===== src/rtl/sdram_port_arbiter_if.sv =====
// ---------------------------------------------------------------------------
// sdram_port_arbiter_if
// One client port of the SDRAM port arbiter. Instantiate one per client.
//   master : the user datapath (drives request, address and write data)
//   slave  : the arbiter (drives ack, write-data request, read data, status)
// Signals:
//   req        client request, held until ack
//   we         1 = write burst, 0 = read burst
//   bank/row/col  burst start address
//   ack        1-cycle pulse: request accepted, address captured
//   wdata      write word; advanced by the client after each wdata_req
//   wdata_req  client presents the next write word on the following cycle
//   rdata      read word, valid with rdata_vld
//   done       1-cycle pulse: burst complete
//   err        1-cycle pulse: burst aborted on beat timeout
// ---------------------------------------------------------------------------
interface sdram_port_arbiter_if #(
  parameter int DATA_W = 16,
  parameter int ROW_W  = 13,
  parameter int COL_W  = 9
);
  logic              req;
  logic              we;
  logic [1:0]        bank;
  logic [ROW_W-1:0]  row;
  logic [COL_W-1:0]  col;
  logic              ack;
  logic [DATA_W-1:0] wdata;
  logic              wdata_req;
  logic [DATA_W-1:0] rdata;
  logic              rdata_vld;
  logic              done;
  logic              err;

  modport master (
    output req, we, bank, row, col, wdata,
    input  ack, wdata_req, rdata, rdata_vld, done, err
  );

  modport slave (
    input  req, we, bank, row, col, wdata,
    output ack, wdata_req, rdata, rdata_vld, done, err
  );
endinterface


===== src/rtl/sdram_port_arbiter.sv =====
// ---------------------------------------------------------------------------
// sdram_port_arbiter
// Two-client front end sharing one sdram_control instance. A round-robin
// arbiter picks a client, one burst command is issued, the controller's data
// strobes are counted to find the end of the burst, and write/read data are
// routed between the granted client and the controller. A burst whose beats
// stop arriving for TIMEOUT cycles is aborted with an err pulse.
// Ports:
//   clk, rst_n          clock, asynchronous active-low reset
//   c0, c1              client ports (sdram_port_arbiter_if.slave)
//   wr_en_o / rd_en_o   1-cycle command pulse to the controller
//   bank/row/col_addr_o registered command address, held until next command
//   wr_data_o           write data of the granted client, 0 when idle
//   rd_data_i           read data from the controller
//   rddata_vld_i        read beat strobe from the controller
//   wrdata_vld_i        write beat strobe from the controller
// ---------------------------------------------------------------------------
module sdram_port_arbiter #(
  parameter int BURST_LEN = 8,
  parameter int DATA_W    = 16,
  parameter int ROW_W     = 13,
  parameter int COL_W     = 9,
  parameter int TIMEOUT   = 255
) (
  input  logic                 clk,
  input  logic                 rst_n,
  sdram_port_arbiter_if.slave  c0,
  sdram_port_arbiter_if.slave  c1,
  output logic                 wr_en_o,
  output logic                 rd_en_o,
  output logic [1:0]           bank_addr_o,
  output logic [ROW_W-1:0]     row_addr_o,
  output logic [COL_W-1:0]     col_addr_o,
  output logic [DATA_W-1:0]    wr_data_o,
  input  logic [DATA_W-1:0]    rd_data_i,
  input  logic                 rddata_vld_i,
  input  logic                 wrdata_vld_i
);

  localparam int BEAT_W = $clog2(BURST_LEN + 1);
  localparam int TMO_W  = 8;

  typedef enum logic [1:0] {
    S_IDLE  = 2'd0,
    S_ISSUE = 2'd1,
    S_DATA  = 2'd2,
    S_DONE  = 2'd3
  } state_t;

  state_t             state_q, state_d;
  logic               gnt_q, gnt_d;          // 0 = client 0, 1 = client 1
  logic               we_q, we_d;
  logic               rr_last_q, rr_last_d;  // client served most recently
  logic [BEAT_W-1:0]  beat_q, beat_d;
  logic [TMO_W-1:0]   tmo_q, tmo_d;
  logic [1:0]         bank_q, bank_d;
  logic [ROW_W-1:0]   row_q, row_d;
  logic [COL_W-1:0]   col_q, col_d;
  logic [DATA_W-1:0]  rdata0_q, rdata1_q;
  logic               rvld0_q, rvld1_q;

  logic in_data;
  logic abort;
  logic strobe;
  logic wr_strobe;
  logic rd_strobe;

  // Abort fires in the cycle the idle counter would reach TIMEOUT, so err
  // lands exactly TIMEOUT cycles after the last counted beat. Abort wins over
  // a beat arriving in that same cycle.
  assign in_data   = (state_q == S_DATA);
  assign abort     = in_data && (tmo_q == TMO_W'(TIMEOUT - 1));
  // Only the strobe matching the burst direction counts.
  assign strobe    = we_q ? wrdata_vld_i : rddata_vld_i;
  assign wr_strobe = in_data && !abort && we_q  && wrdata_vld_i;
  assign rd_strobe = in_data && !abort && !we_q && rddata_vld_i;

  // NOTE: every signal written here gets its default first, so no path
  // through the case leaves a value unassigned and no latch is inferred.
  always_comb begin
    state_d   = state_q;
    gnt_d     = gnt_q;
    we_d      = we_q;
    rr_last_d = rr_last_q;
    beat_d    = beat_q;
    tmo_d     = tmo_q;
    bank_d    = bank_q;
    row_d     = row_q;
    col_d     = col_q;

    case (state_q)
      S_IDLE: begin
        beat_d = '0;
        tmo_d  = '0;
        if (c0.req || c1.req) begin
          // Contention goes to the client that was not served last.
          gnt_d   = (c0.req && c1.req) ? ~rr_last_q : c1.req;
          we_d    = gnt_d ? c1.we   : c0.we;
          bank_d  = gnt_d ? c1.bank : c0.bank;
          row_d   = gnt_d ? c1.row  : c0.row;
          col_d   = gnt_d ? c1.col  : c0.col;
          state_d = S_ISSUE;
        end
      end
      S_ISSUE: begin
        beat_d  = '0;
        tmo_d   = '0;
        state_d = S_DATA;
      end
      S_DATA: begin
        if (abort) begin
          rr_last_d = gnt_q;
          state_d   = S_IDLE;
        end else if (strobe) begin
          tmo_d  = '0;
          beat_d = beat_q + 1'b1;
          if (beat_q == BEAT_W'(BURST_LEN - 1)) state_d = S_DONE;
        end else begin
          tmo_d = tmo_q + 1'b1;
        end
      end
      S_DONE: begin
        rr_last_d = gnt_q;
        state_d   = S_IDLE;
      end
      default: state_d = S_IDLE;
    endcase
  end

  // NOTE: sequential state uses non-blocking assignments so every register
  // samples the pre-edge values regardless of statement order.
  always_ff @(posedge clk or negedge rst_n) begin
    if (!rst_n) begin
      state_q   <= S_IDLE;
      gnt_q     <= 1'b0;
      we_q      <= 1'b0;
      rr_last_q <= 1'b1;
      beat_q    <= '0;
      tmo_q     <= '0;
      bank_q    <= '0;
      row_q     <= '0;
      col_q     <= '0;
    end else begin
      state_q   <= state_d;
      gnt_q     <= gnt_d;
      we_q      <= we_d;
      rr_last_q <= rr_last_d;
      beat_q    <= beat_d;
      tmo_q     <= tmo_d;
      bank_q    <= bank_d;
      row_q     <= row_d;
      col_q     <= col_d;
    end
  end

  // Read data path: one register per client so the idle client's rdata
  // stays at its last value (0 after reset) and never shows the other
  // client's traffic.
  always_ff @(posedge clk or negedge rst_n) begin
    if (!rst_n) begin
      rdata0_q <= '0;
      rdata1_q <= '0;
      rvld0_q  <= 1'b0;
      rvld1_q  <= 1'b0;
    end else begin
      rvld0_q <= rd_strobe && !gnt_q;
      rvld1_q <= rd_strobe && gnt_q;
      if (rd_strobe && !gnt_q) rdata0_q <= rd_data_i;
      if (rd_strobe && gnt_q)  rdata1_q <= rd_data_i;
    end
  end

  // Controller side
  assign wr_en_o     = (state_q == S_ISSUE) && we_q;
  assign rd_en_o     = (state_q == S_ISSUE) && !we_q;
  assign bank_addr_o = bank_q;
  assign row_addr_o  = row_q;
  assign col_addr_o  = col_q;
  assign wr_data_o   = (state_q == S_IDLE) ? '0 : (gnt_q ? c1.wdata : c0.wdata);

  // Client side
  assign c0.ack       = (state_q == S_ISSUE) && !gnt_q;
  assign c1.ack       = (state_q == S_ISSUE) && gnt_q;
  assign c0.done      = (state_q == S_DONE) && !gnt_q;
  assign c1.done      = (state_q == S_DONE) && gnt_q;
  assign c0.err       = abort && !gnt_q;
  assign c1.err       = abort && gnt_q;
  assign c0.wdata_req = wr_strobe && !gnt_q;
  assign c1.wdata_req = wr_strobe && gnt_q;
  assign c0.rdata     = rdata0_q;
  assign c1.rdata     = rdata1_q;
  assign c0.rdata_vld = rvld0_q;
  assign c1.rdata_vld = rvld1_q;

endmodule

===== src/flat_wrapper.sv =====
// flat-port wrapper written by rule: the top's interface ports become plain ports
module sdram_port_arbiter_flat 
#(
  parameter int BURST_LEN = 8,
  parameter int DATA_W    = 16,
  parameter int ROW_W     = 13,
  parameter int COL_W     = 9,
  parameter int TIMEOUT   = 255
)
  (clk, rst_n, wr_en_o, rd_en_o, bank_addr_o, row_addr_o, col_addr_o, wr_data_o, rd_data_i, rddata_vld_i, wrdata_vld_i, c0_req, c0_we, c0_bank, c0_row, c0_col, c0_wdata, c0_ack, c0_wdata_req, c0_rdata, c0_rdata_vld, c0_done, c0_err, c1_req, c1_we, c1_bank, c1_row, c1_col, c1_wdata, c1_ack, c1_wdata_req, c1_rdata, c1_rdata_vld, c1_done, c1_err);
  sdram_port_arbiter_if #(.DATA_W(DATA_W), .ROW_W(ROW_W), .COL_W(COL_W)) c0_i ();
  sdram_port_arbiter_if #(.DATA_W(DATA_W), .ROW_W(ROW_W), .COL_W(COL_W)) c1_i ();
  input  logic clk;
  input  logic rst_n;
  output logic wr_en_o;
  output logic rd_en_o;
  output logic [1:0] bank_addr_o;
  output logic [ROW_W-1:0] row_addr_o;
  output logic [COL_W-1:0] col_addr_o;
  output logic [DATA_W-1:0] wr_data_o;
  input  logic [DATA_W-1:0] rd_data_i;
  input  logic rddata_vld_i;
  input  logic wrdata_vld_i;
  input wire logic [$bits(c0_i.req)-1:0] c0_req;
  input wire logic [$bits(c0_i.we)-1:0] c0_we;
  input wire logic [$bits(c0_i.bank)-1:0] c0_bank;
  input wire logic [$bits(c0_i.row)-1:0] c0_row;
  input wire logic [$bits(c0_i.col)-1:0] c0_col;
  input wire logic [$bits(c0_i.wdata)-1:0] c0_wdata;
  output wire logic [$bits(c0_i.ack)-1:0] c0_ack;
  output wire logic [$bits(c0_i.wdata_req)-1:0] c0_wdata_req;
  output wire logic [$bits(c0_i.rdata)-1:0] c0_rdata;
  output wire logic [$bits(c0_i.rdata_vld)-1:0] c0_rdata_vld;
  output wire logic [$bits(c0_i.done)-1:0] c0_done;
  output wire logic [$bits(c0_i.err)-1:0] c0_err;
  input wire logic [$bits(c1_i.req)-1:0] c1_req;
  input wire logic [$bits(c1_i.we)-1:0] c1_we;
  input wire logic [$bits(c1_i.bank)-1:0] c1_bank;
  input wire logic [$bits(c1_i.row)-1:0] c1_row;
  input wire logic [$bits(c1_i.col)-1:0] c1_col;
  input wire logic [$bits(c1_i.wdata)-1:0] c1_wdata;
  output wire logic [$bits(c1_i.ack)-1:0] c1_ack;
  output wire logic [$bits(c1_i.wdata_req)-1:0] c1_wdata_req;
  output wire logic [$bits(c1_i.rdata)-1:0] c1_rdata;
  output wire logic [$bits(c1_i.rdata_vld)-1:0] c1_rdata_vld;
  output wire logic [$bits(c1_i.done)-1:0] c1_done;
  output wire logic [$bits(c1_i.err)-1:0] c1_err;
  assign c0_i.req = c0_req;
  assign c0_i.we = c0_we;
  assign c0_i.bank = c0_bank;
  assign c0_i.row = c0_row;
  assign c0_i.col = c0_col;
  assign c0_i.wdata = c0_wdata;
  assign c0_ack = c0_i.ack;
  assign c0_wdata_req = c0_i.wdata_req;
  assign c0_rdata = c0_i.rdata;
  assign c0_rdata_vld = c0_i.rdata_vld;
  assign c0_done = c0_i.done;
  assign c0_err = c0_i.err;
  assign c1_i.req = c1_req;
  assign c1_i.we = c1_we;
  assign c1_i.bank = c1_bank;
  assign c1_i.row = c1_row;
  assign c1_i.col = c1_col;
  assign c1_i.wdata = c1_wdata;
  assign c1_ack = c1_i.ack;
  assign c1_wdata_req = c1_i.wdata_req;
  assign c1_rdata = c1_i.rdata;
  assign c1_rdata_vld = c1_i.rdata_vld;
  assign c1_done = c1_i.done;
  assign c1_err = c1_i.err;
  sdram_port_arbiter #(.BURST_LEN(BURST_LEN), .DATA_W(DATA_W), .ROW_W(ROW_W), .COL_W(COL_W), .TIMEOUT(TIMEOUT)) u_core (.clk(clk), .rst_n(rst_n), .c0(c0_i), .c1(c1_i), .wr_en_o(wr_en_o), .rd_en_o(rd_en_o), .bank_addr_o(bank_addr_o), .row_addr_o(row_addr_o), .col_addr_o(col_addr_o), .wr_data_o(wr_data_o), .rd_data_i(rd_data_i), .rddata_vld_i(rddata_vld_i), .wrdata_vld_i(wrdata_vld_i));
endmodule

===== config.mk =====
export PLATFORM = sky130hd
export DESIGN_NAME = sdram_port_arbiter_flat
export DESIGN_NICKNAME = d
export VERILOG_FILES = /design/src/rtl/sdram_port_arbiter_if.sv /design/src/rtl/sdram_port_arbiter.sv /design/src/flat_wrapper.sv
export SDC_FILE = /design/constraint.sdc
export NUM_CORES = 1
export LEC_CHECK = 0
export ABC_AREA = 1
export BUFFER_PORTS_ARGS = -buffer_cell sky130_fd_sc_hd__buf_2
export CAP_MARGIN = 20
export CORE_MARGIN = 1
export CORE_UTILIZATION = 41
export DETAILED_ROUTE_END_ITERATION = 10
export PLACE_DENSITY = 0.76
export SETUP_SLACK_MARGIN = 0.2
export SYNTH_ARGS = -nofsm -noshare
export SYNTH_HDL_FRONTEND = slang
export SYNTH_SLANG_ARGS = --single-unit
export TNS_END_PERCENT = 100

===== constraint.sdc =====
create_clock -name clk -period 1.3 [get_ports clk]
set_input_delay 0.195 -clock clk [delete_from_list [all_inputs] [get_ports clk]]
set_output_delay 0.195 -clock clk [all_outputs]
set_load 0.05 [all_outputs]

* Word-level counts from Yosys, hierarchy flattened
Index checks and enable logic that the tools add are counted.
** Storage, ports and cells
- Register bits :: 75
- Input bits :: 104
- Output and inout bits :: 84
- Word-level logic and storage cells :: 80
** Operators by class
- Add/subtract/negate cells :: 2
- Equality and inequality tests :: 11
- Muxes and demuxes :: 21
- Bitwise operators :: 1
- Reduce and logical (&&, ||, !) cells :: 32
** Operator list (number)
- $mux 16 :: 2
- $logic_and 1x1->1 :: 19
- $mux 8 :: 2
- $pmux 8 s2 :: 1
- $mux 13 :: 1
- $mux 2 :: 5
- $mux 9 :: 1
- $add 8x1->8 const B :: 1
- $eq 8x8->1 const B :: 1
- $mux 4 :: 2
- $pmux 2 s4 :: 1
- $pmux 4 s2 :: 1
- $ne 2x2->1 const B :: 3
- $ne 3x3->1 const B :: 2
- $reduce_and 2->1 :: 3
- $reduce_and 3->1 :: 2
- $add 4x1->4 const B :: 1
- $eq 2x2->1 const B :: 2
- $eq 4x3->1 const B :: 1
- $mux 1 :: 4
- $reduce_bool 2->1 :: 2
- $logic_not 1->1 :: 3
- $eq 2x1->1 const B :: 1
- $logic_not 2->1 :: 1
- other kinds (5) :: 5

* Depth between registers and ports, before layout
- Word-level depth :: 7
- Gate-level depth with buffers :: 9
- Mapped depth without buffers :: 9

* Worst setup path before layout
No wires, ideal clock.
- Kind :: register -> output
- From :: register u_core.tmo_q[0]
- To :: output c0_wdata_req
- Arrival :: 2018 ps
- Data required time :: 1105 ps
- Slack :: -913 ps
- Stages on the path, launching flop included :: 8
- Buffers on the path :: 0
- Path through :: dfrtp_1 > inv_1 > ha_1 > inv_1 > nor2_2 > nand2_2 > nand2_1 > nor3_1
** Between the ends
- Longest elaborated chain between the ends :: 7
** RTL lines
- start: declaration :: RTL line sdram_port_arbiter.sv:55 : logic [TMO_W-1:0] tmo_q, tmo_d;
- start signal: assignment :: RTL line sdram_port_arbiter.sv:149 : tmo_q <= tmo_d;
- $eq 8x8->1 :: RTL line sdram_port_arbiter.sv:72 : assign abort = in_data && (tmo_q == TMO_W'(TIMEOUT - 1));
- $logic_and 1x1->1 :: RTL line sdram_port_arbiter.sv:72
- $logic_not 1->1 :: RTL line sdram_port_arbiter.sv:75 : assign wr_strobe = in_data && !abort && we_q && wrdata_vld_i;
- $logic_and 1x1->1 (3 in series) :: RTL line sdram_port_arbiter.sv:75
- $logic_and 1x1->1 :: RTL line sdram_port_arbiter.sv:188 : assign c0.wdata_req = wr_strobe && !gnt_q;
- end: declaration :: RTL line flat_wrapper.sv:31 : output wire logic [$bits(c0_i.wdata_req)-1:0] c0_wdata_req;
Every way passes these cells.

* Final worst setup path
- From :: register u_core.state_q[1]
- To :: register u_core.bank_q[1], in the netlist u_core.bank_addr_o[1]
** Between the ends
- Longest elaborated chain between the ends :: 2
** RTL lines
- start: declaration :: RTL line sdram_port_arbiter.sv:50 : state_t state_q, state_d;
- start signal: assignment :: RTL line sdram_port_arbiter.sv:144 : state_q <= state_d;
- $logic_not 2->1 :: RTL line sdram_port_arbiter.sv:91 : case (state_q)
- $reduce_and 2->1 (no source line)
- end signal: assignment :: RTL line sdram_port_arbiter.sv:150 : bank_q <= bank_d;
- end: declaration :: RTL line sdram_port_arbiter.sv:56 : logic [1:0] bank_q, bank_d;
Every way passes these cells.
A chain may end at the register's enable or synchronous reset.

==> summary.md <==
| Metric | Value |
|---|---|
| Result of the run | `finished, violations left` |
| Violated checks | `setup timing` |
| FFs w/ async S/R, synth | `1.00` |
| Leakage | `3.88 nW` |
| Highest-delay cell along the critical path | `sky130_fd_sc_hd__dfrtp_1` |
| Post-layout instance count excluding filler cells | `871` |
| Placed cell areas | `0.00544 mm²` |
| Global-route congestion overflow total | `0` |
| Slowest Stage Delay on Critical Path | `roughly 400 ps` |
| Final worst-path cycle share | `1.41` |
| Fin. max-slew vios | `0` |
| WL final | `roughly 20000 µm` |
| Average size of a mapped cell | `8.23 µm²` |
| Top_reg_cell synth | `sky130_fd_sc_hd__dfrtp_1` |
| Number of enable-type register cells in the synthesized netlist | `0` |
| Number of top-level pins | `188` |
| NetSw | `11.8 mW` |
| Worst hold path type | `in2reg` |
| Routability congestion estimate from global placement | `0.791` |
| Biggest area contributors in the synthesized netlist | `sky130_fd_sc_hd__dfrtp_1 (50%), sky130_fd_sc_hd__nand2_1 (15%), sky130_fd_sc_hd__nor2_1 (4.2%)` |
| Sequential share of power | `0.181` |
| Top cell family by delay on the critical path | `buffers and inverters` |
| Most frequent cell after synthesis | `sky130_fd_sc_hd__nand2_1` |
| Clock-pin slew on the worst setup and hold paths | `roughly 90 ps` |
| Highest attainable clock frequency | `0.544 GHz` |
| Start-to-end type of the worst setup path | `reg2reg` |
| Share of total power in combinational logic | `0.726` |
| Via Count | `5039` |
| Drt drc | `0` |
| Via count of the first global-routing pass | `between 4000 and 5000` |
| Setup Viol. Count Final | `101` |
| Setup slack, reg-to-reg | `-540 ps` |
| Hold path depth | `3` |
| Critical register-to-register path endpoint | `u_core.bank_addr_o[1]` |
| Number of optimization iterations in the first detailed-route pass | `5` |
| Count of input and output buffers | `around 190` |
| Post-detail-place hpwl | `7680 µm` |
| Count of cells along the worst register-to-register path | `10` |
| Fraction of final layout cells sized beyond drive strength 1 | `0.665` |
| Worst Clk Skew | `19.5 ps` |
| Origin of the critical flop-to-flop path | `u_core.state_q[1]` |
| Total global routing track utilization | `0.315` |
| Site row count | `34` |
| Number of nets in the synthesized netlist | `558` |
| Effective utilization at floorplan | `0.425` |
| Power density normalized to cell area | `~2900 mW/mm²` |
| Kind of start point of the critical path | `register` |
| Area added between synthesis and finish | `118%` |
| Pint | `between 10 and 15 mW` |
| Total core area | `0.00872 mm²` |
| Wire length of the first global-routing pass | `23300 µm` |
| Hold Crit Endpoint | `u_core.row_addr_o[5]` |
| Critical path data required time | `1540 ps` |
| Die Height | `97.1 µm` |
| Net Sw Frac | `0.501` |
| Number of cells on the critical path | `10` |
| Buffer cell driving the clock tree root | `sky130_fd_sc_hd__clkbuf_8` |
| Actual transition at the worst max-transition pin | `between 500 and 600 ps` |
| Number of buffers and inverters on the critical path | `6` |
| Synth Warn # | `0` |
| DRT antenna net count | `0` |
| Antenna violations before repair | `0` |
| Bufs on Longest Clock Path | `2` |
| Die width | `97.1 µm` |
| TritonCTS clock tree | `built` |
| Final Hold Vio Count | `0` |
| Die Outline Area | `~0.0094 mm²` |
| Netlist area before placement | `between 0.003 and 0.004 mm²` |
| Final layout net count | `approximately 860` |
| Largest net degree at the start of global routing | `approximately 40` |
| Worst min-delay path startpoint | `c1_row[5]` |
| CTS HTree Levels | `3` |
| Post-synth top cells | `sky130_fd_sc_hd__nand2_1 (144), sky130_fd_sc_hd__dfrtp_1 (74), sky130_fd_sc_hd__nor2_1 (42)` |
| Time the worst path needs with I/O delays and setup | `1840 ps` |
| Total clock sinks | `75` |
| Worst vdd rail ir drop | `just under 2000 µV` |
| Min Hold Slack | `84.1 ps` |
| Drt initial violations | `306` |
| Yosys reg bits | `75` |
| Number of maximum-capacitance violations | `0` |
| Worst rel slew slack | `0.635` |
| Average via count per standard cell | `5.79` |
| Cell type with the highest aggregate area in the netlist | `sky130_fd_sc_hd__dfrtp_1` |
| Maximum fanout along the worst path | `7` |
| Critical Path, Cell by Cell | `inv_2, nand2_4, buf_6, buf_6, a21oi_4, buf_12, buf_12, buf_16, nor2_1, a31oi_1` |
| Later-pin clock latency in the skew report | `360 ps` |
| Final instance area | `0.00807 mm²` |
| Number of distinct library cell variants in the gate-level netlist after synthesis | `34` |
| Number of cells after detailed placement | `about 770` |
| Share of the yosys chip area belonging to registers | `0.506` |
| Cell count after synthesis | `451` |
| Crit path setup slack, layout | `-538 ps` |
| Setup repair after global routing missed its margin | `yes` |
| Worst endpoint data arrival time | `approximately 2100 ps` |
| Wire per inst | `23.5 µm` |
| Top-area cell type share of the netlist area | `0.499` |
| Worst setup EP type | `register` |
| TritonCTS Buffers | `9` |
| Placement Setup Slack | `-197 ps` |
| Clock network power share | `0.093` |
-- cells by family (layout without fill, tap and decap cells) --
| kind of cell | after synthesis | count (layout) | synth area share |
|---|---|---|---|
| AND/OR/NAND/NOR | 216 | 216 | 0.258 |
| XOR/XNOR | 2 | 2 | 0.00472 |
| adder cells (fa/ha/maj) | 3 | 3 | 0.0101 |
| other | 0 | 1 | 0 |
| buffers and inverters | 63 | 374 | 0.0806 |
| flip-flops | 75 | 75 | 0.506 |
| AO/OA/AOI/OAI | 92 | 92 | 0.140 |
-- final cells by class --
cell class / count / area, µm²
Timing Repair Buffer: 316 / 3120
Multi-Input combinational cell: 313 / 2530
Sequential cell: 75 / 1880
Fill cell: 246 / 651
Inverter: 42 / 168
Clock buffer: 10 / 138
Tap cell: 108 / 135
Clock inverter: 6 / 93.8
Antenna cell: 1 / 2.50
-- sequential cells by signal (all words and copies together) (netlist names) --
signal and flops:
u_core.bank_addr_o 2, u_core.beat_q 4, u_core.c0.rdata 16, u_core.c0.rdata_vld 1, u_core.c1.rdata 16, u_core.c1.rdata_vld 1, u_core.col_addr_o 9, u_core.gnt_q 1
u_core.row_addr_o 13, u_core.rr_last_q 1, u_core.state_q 2, u_core.tmo_q 8, u_core.we_q 1
-- metal layers --
metal | vias up | wire (µm) | global-route usage
met5 | - | 0 | 0
met2 | 398 | 10400 | 0.575
met3 | 142 | 1570 | 0.0540
li1 | 2074 | - | -
met1 | 2425 | 6700 | 0.341
met4 | 0 | 1740 | 0.180
-- what timing repair did --
action / CTS / global route
gates resized for setup: 271 / 103
buffers inserted: 43 / 28
pin swaps: 16 / 17
setup endpoints to repair: 159 / 158
endpoints found under the hold margin: 9 / 0
cloned: 14 / 2
hold buffers: 1 / 0
-- power groups by stage --
stage | Combinational, mW | Clock (mW) | Sequential [mW]
finish | 17.1 | 2.19 | 4.27
global route | 17.6 | 2.26 | 4.32
CTS | 14.4 | 2.10 | 4.08
detailed placement | 10.0 | 0 | 3.89
global placement | 9.84 | 0 | 3.85
floorplan | 4.77 | 0 | 6.72
-- stage by stage --
step,setup TNS [ps],power (mW),utilization
floorplan,-3350,11.5,-
global placement,-5770,13.7,0.624
detailed placement,-9600,13.9,0.624
CTS,-26480,20.6,0.839
global route,-41670,24.1,0.925
finish,-38220,23.6,0.925
-- worst max-delay path by stage --
stage	startpoint	to	slack, ps
after floorplan	u_core.tmo_q[1]	c0_wdata_req	-220
after global routing	u_core.tmo_q[0]	c0_wdata_req	-540
final	u_core.state_q[1]	u_core.bank_addr_o[1]	-540
after global placement	u_core.tmo_q[1]	c0_wdata_req	-160
after CTS	u_core.tmo_q[0]	c0_err	-390
after detailed placement	u_core.tmo_q[0]	u_core.tmo_q[4]	-200
-- cell usage in the layout, fill, tap and decap left out, types with 3 or more instances in the layout --
cell type,n
sky130_fd_sc_hd__nor2_4,11
sky130_fd_sc_hd__dfrtp_1,72
sky130_fd_sc_hd__nand3_1,9
sky130_fd_sc_hd__inv_1,29
sky130_fd_sc_hd__inv_6,3
sky130_fd_sc_hd__a21oi_4,17
sky130_fd_sc_hd__nand2_4,34
sky130_fd_sc_hd__buf_4,65
sky130_fd_sc_hd__o21ai_2,25
sky130_fd_sc_hd__a31oi_1,8
sky130_fd_sc_hd__buf_2,103
sky130_fd_sc_hd__o21ai_1,15
sky130_fd_sc_hd__inv_2,11
sky130_fd_sc_hd__nor2_2,3
sky130_fd_sc_hd__buf_16,14
sky130_fd_sc_hd__nand2_1,79
sky130_fd_sc_hd__buf_8,10
sky130_fd_sc_hd__nand3_4,3
sky130_fd_sc_hd__nor3_4,3
sky130_fd_sc_hd__a31oi_4,13
sky130_fd_sc_hd__clkbuf_8,10
sky130_fd_sc_hd__nand2_2,33
sky130_fd_sc_hd__o22ai_2,3
sky130_fd_sc_hd__a21oi_2,4
sky130_fd_sc_hd__buf_12,18
sky130_fd_sc_hd__buf_6,103
sky130_fd_sc_hd__nor2_1,32
-- worst min-delay path: stages --
cell and delay, ps:
sky130_fd_sc_hd__buf_2 80, sky130_fd_sc_hd__nor2_1 50, sky130_fd_sc_hd__o22ai_2 80
Power figures use the tool's default switching activity.
